==> config.mk <==
export PLATFORM = sky130hd
export DESIGN_NAME = gf8_divider
export DESIGN_NICKNAME = d
export VERILOG_FILES = /design/src/rtl/gf8_divider.sv
export SDC_FILE = /design/constraint.sdc
export NUM_CORES = 1
export LEC_CHECK = 0
export ABC_AREA = 1
export BUFFER_PORTS_ARGS = -buffer_cell sky130_fd_sc_hd__buf_4
export CAP_MARGIN = 20
export CELL_PAD_IN_SITES_DETAIL_PLACEMENT = 0
export CELL_PAD_IN_SITES_GLOBAL_PLACEMENT = 1
export CORE_UTILIZATION = 35
export CTS_CLUSTER_SIZE = 20
export DETAILED_ROUTE_END_ITERATION = 10
export GPL_ROUTABILITY_DRIVEN = 0
export PLACE_DENSITY = 0.71
export RECOVER_POWER = 25
export REMOVE_ABC_BUFFERS = 1
export SLEW_MARGIN = 20
export SYNTH_ARGS = -nofsm -noshare
export SYNTH_HDL_FRONTEND = slang
export SYNTH_SLANG_ARGS = --single-unit
==> constraint.sdc <==
create_clock -name clk -period 1.4 [get_ports clk]
set_input_delay 0.42 -clock clk [delete_from_list [all_inputs] [get_ports clk]]
set_output_delay 0.42 -clock clk [all_outputs]
set_load 0.005 [all_outputs]
==> src/rtl/gf8_divider.sv <==
// Sequential GF(2^M) divider: q = a * b^-1, with b^-1 = b^(2^M-2) formed by
// square-and-multiply on a single time-shared field multiplier.
module gf8_divider #(
  parameter int             M    = 3,
  parameter logic [M-1:0]   POLY = 3'b101
) (
  input  logic         clk,
  input  logic         rst,
  input  logic         in_valid,
  output logic         in_ready,
  input  logic [M-1:0] a,
  input  logic [M-1:0] b,
  output logic         out_valid,
  input  logic         out_ready,
  output logic [M-1:0] q,
  output logic         div_by_zero
);

  // state | meaning
  // IDLE  | waiting for operands, in_ready high
  // SQR   | R <= R*R for current exponent bit
  // MUL   | R <= R*B, exponent bit was one
  // FIN   | q <= R*A
  // DONE  | result presented until out_ready
  typedef enum logic [2:0] {IDLE, SQR, MUL, FIN, DONE} state_t;

  localparam int           IW  = (M > 1) ? $clog2(M) : 1;
  localparam logic [M-1:0] EXP = {{(M-1){1'b1}}, 1'b0};

  state_t          state, state_nxt;
  logic [M-1:0]    r, r_nxt;
  logic [IW-1:0]   idx, idx_nxt;
  logic [M-1:0]    a_cap, a_cap_nxt;
  logic [M-1:0]    b_cap, b_cap_nxt;
  logic [M-1:0]    q_r, q_nxt;
  logic            dbz_r, dbz_nxt;
  logic [M-1:0]    mul_x, mul_y, prod;

  // Carry-less product, then fold bits M..2M-2 back using x^M = POLY.
  function automatic logic [M-1:0] gf_mul(input logic [M-1:0] x, input logic [M-1:0] y);
    logic [2*M-2:0] p;
    p = '0;
    for (int i = 0; i < M; i++)
      if (y[i]) p = p ^ ({{(M-1){1'b0}}, x} << i);
    for (int i = 2*M-2; i >= M; i--)
      if (p[i]) begin
        p[i] = 1'b0;
        p[i-M +: M] = p[i-M +: M] ^ POLY;
      end
    return p[M-1:0];
  endfunction

  assign prod = gf_mul(mul_x, mul_y);

  always_comb begin
    state_nxt = state;
    r_nxt     = r;
    idx_nxt   = idx;
    a_cap_nxt = a_cap;
    b_cap_nxt = b_cap;
    q_nxt     = q_r;
    dbz_nxt   = dbz_r;
    mul_x     = r;
    mul_y     = r;
    case (state)
      IDLE: begin
        if (in_valid) begin
          a_cap_nxt = a;
          b_cap_nxt = b;
          if (b == '0) begin
            q_nxt     = '0;
            dbz_nxt   = 1'b1;
            state_nxt = DONE;
          end else begin
            r_nxt     = M'(1);
            idx_nxt   = IW'(M-1);
            state_nxt = SQR;
          end
        end
      end
      SQR: begin
        r_nxt = prod;
        if (EXP[idx])          state_nxt = MUL;
        else if (idx == '0)    state_nxt = FIN;
        else                   idx_nxt   = idx - IW'(1);
      end
      MUL: begin
        mul_y = b_cap;
        r_nxt = prod;
        if (idx == '0) state_nxt = FIN;
        else begin
          idx_nxt   = idx - IW'(1);
          state_nxt = SQR;
        end
      end
      FIN: begin
        mul_y     = a_cap;
        q_nxt     = prod;
        dbz_nxt   = 1'b0;
        state_nxt = DONE;
      end
      DONE: begin
        if (out_ready) state_nxt = IDLE;
      end
      default: state_nxt = IDLE;
    endcase
  end

  always_ff @(posedge clk) begin
    if (rst) begin
      state <= IDLE;
      r     <= M'(1);
      idx   <= IW'(M-1);
      a_cap <= '0;
      b_cap <= '0;
      q_r   <= '0;
      dbz_r <= 1'b0;
    end else begin
      state <= state_nxt;
      r     <= r_nxt;
      idx   <= idx_nxt;
      a_cap <= a_cap_nxt;
      b_cap <= b_cap_nxt;
      q_r   <= q_nxt;
      dbz_r <= dbz_nxt;
    end
  end

  assign in_ready    = (state == IDLE);
  assign out_valid   = (state == DONE);
  assign q           = q_r;
  assign div_by_zero = dbz_r;

endmodule

==> flow_metrics.env <==
export IMPL_outcome="finished, violations left"
export IMPL_violations="setup timing"
export IMPL_first_global_vias=1098
export IMPL_cp_top_family="flip-flops"
export IMPL_grt_util_all_layers=0.186
export IMPL_core_rowCount=19
export IMPL_synthSimpleGateAreaFrac=0.382
export IMPL_ant_nets=0
export IMPL_required_ps=980
export IMPL_dr_pass1_iters=4
export IMPL_wl_per_cell_um=11.5
export IMPL_drive_gt1_frac=0.382
export IMPL_drc=0
export IMPL_synth_top_area_share=0.334
export IMPL_fin_crit_sh=1.14
export IMPL_critPathBufInv=3
export IMPL_fin_util=0.547
export IMPL_grt_overflow_total=0
export IMPL_die_y_um=57.5
export IMPL_initial_core_util=0.382
export IMPL_synth_adder_area_share=0.0232
export IMPL_setup_slack_ps=-192
export IMPL_yosysMostFrequentCell="nand2_1"
export IMPL_synth_top_family_by_area="simple AND/OR/NAND/NOR gates"
export IMPL_synth_edf_count=0
export IMPL_p_per_area_nw_per_um2=949
export IMPL_ys_seq_area_frac=0.334
export IMPL_portBuffers=15
export IMPL_drv_slew=0
export IMPL_synth_largest_area_cell="dfxtp_1"
export IMPL_final_area_um2=1550
export IMPL_muxShareOfSynthArea=0
export IMPL_critPathSlowestCell="dfxtp_4"
export IMPL_synthArstFlopShare=0
export IMPL_worstSetupStartpointType="flip-flop"
export IMPL_seq_area_um2=372
export IMPL_place_ws_ps=-176
export IMPL_clock_skew_ps=6.85
export IMPL_final_cells=235
export IMPL_yosysWarningCount=0
export IMPL_yosysUniqueCellTypes=28
export IMPL_drt_iter0_markers=12
export IMPL_power_mw=1.47
export IMPL_routed_wl_um=2700
export IMPL_multiInputGateArea_um2=704
export IMPL_dp_cells=227
export IMPL_dpl_cell_area_um2=1360
export IMPL_setup_viol=9
export IMPL_ir_worst_vdd_v=0.000447
export IMPL_fillers=261
export IMPL_ctsHoldBuffers=0
export IMPL_critPathKind="flip-flop to primary output"
export IMPL_dieArea_um2=3310
export IMPL_hold_slack_ps=402
export IMPL_power_leakage_nw=0.720
export IMPL_grt_max_degree=18
export IMPL_clock_sinks=18
export IMPL_cts_tree="done"
export IMPL_core_um2=2830
export IMPL_critPathMaxFanout=4
export IMPL_ys_ff_latch=18
export IMPL_io_pins=16
export IMPL_dp_hpwl_um=2010
export IMPL_synthesis_instances=165
export IMPL_fin_setup_tns_ps=-1030
export IMPL_relSlewSlack=0.818
export IMPL_dr_total_vias=1140
export IMPL_clk_latency_ps=290
export IMPL_cts_max_level=1
export IMPL_crit_chain="inv_2 > buf_4 > nor3_4 > buf_4"
export IMPL_min_path_type="input pin to flip-flop"
export IMPL_grt_first_pass_wirelength_um=4750
export IMPL_clkSlewWorstSetupHoldPaths_ps=110
export IMPL_slowest_delay_ps=400
export IMPL_synth_top_cells_by_count="54 x nand2_1, 21 x nand3_1, 20 x inv_1"
export IMPL_area_delta_synth_final_pct=43.3
export IMPL_nets=218
export IMPL_antenna_found_initial=0
export IMPL_arrival_ps=1170
export IMPL_synth_area_top_cells="dfxtp_1 33%, nand2_1 19%, nand3_1 9.7%"
export IMPL_clk_path_buf_depth=2
export IMPL_fp_dieW_um=57.5
export IMPL_cp_end_kind="primary output"
export IMPL_diodes=0
export IMPL_cpMostUsedCell="buf_4"
export IMPL_drv_cap=0
export IMPL_root_buffer="clkbuf_4"
export IMPL_synth_compound_area_frac=0.133
export IMPL_max_slew_worst_pin_slew_ps=271
export IMPL_min_period_ps=1590
export IMPL_rsz0062_at_grt="yes"
export IMPL_synth_xor_xnor_area_share=0.0232
export IMPL_cts_buffers=3
export IMPL_synth_ff_type="dfxtp_1"
export IMPL_via_per_inst=4.85
export IMPL_synthesis_area_um2=1080
export IMPL_hold_viol=0
export IMPL_avgSynthCellArea_um2=6.54
export IMPL_fmax_mhz=628
-- layout by cell type, fill, tap and decap left out, drive strengths merged --
cell type and count:
nor4 1, o211ai 1, nand2 55, a211oi 1, nand3 23, nor3 2, clkbuf 6, a21oi 15
buf 37, inv 23, xnor2 1, o21ai 6, xor2 1, nor2 11, dfxtp 18, a31o 1
ha 2
-- per-layer routing --
layer  GRT usage  up-vias  part of all wire
li1            -      612                 -
met4      0.0732        0            0.0059
met3      0.0204        2             0.016
met1       0.257      517              0.52
met5           0        -                 0
met2       0.294        9              0.45
-- cell families (layout without fill, tap and decap cells) --
family,after synthesis,after routing
DFF,18,18
adders and majority gates,2,2
and+or+nand+nor,92,92
xor gates and xnor gates,2,2
AOI/OAI and AO/OA,24,24
buffers and inverters,27,66
-- power by group --
group | internal [mW] | switching, mW | leakage (nW)
Combinational | 0.294 | 0.318 | 0.557
Clock | 0.0999 | 0.160 | 0.0138
Sequential | 0.559 | 0.0390 | 0.149
Total | 0.953 | 0.516 | 0.720
-- worst min-delay path: cells and delay by family --
| kind | cells | cell delay, ps |
|---|---|---|
| compound gates | 1 | 60 |
| buf+inv | 1 | 110 |
| simple gates | 1 | 70 |
-- final cells by class --
type | instances | share of cell area
Clock buffer | 3 | 0.0146
Inverter | 23 | 0.0590
Multi-Input combinational cell | 120 | 0.455
Sequential cell | 18 | 0.240
Tap cell | 31 | 0.0251
Timing Repair Buffer | 40 | 0.206
-- timing repair --
action / in CTS / in global routing
gates cloned: 0 / 0
setup buffers: 4 / 1
setup endpoints to repair: 12 / 14
pin swaps: 1 / 2
resized for setup: 14 / 24
-- flip-flops by register name, summed over array words and instances, names as in the netlist --
| name | cells |
|---|---|
| state | 3 |
| mul_x | 3 |
| idx | 2 |
| div_by_zero | 1 |
| b_cap | 3 |
| q | 3 |
| a_cap | 3 |
-- worst paths after layout --
path,startpoint,to,slack (ps),depth (start not counted)
worst max-delay path,state[2],out_valid,-190,4
worst min-delay path,b[2],b_cap[2],400,3
worst max register to register,state[2],mul_x[0],-160,10
worst min register to register,div_by_zero,div_by_zero,460,2
Note: power is estimated with default switching activity, not from simulation.
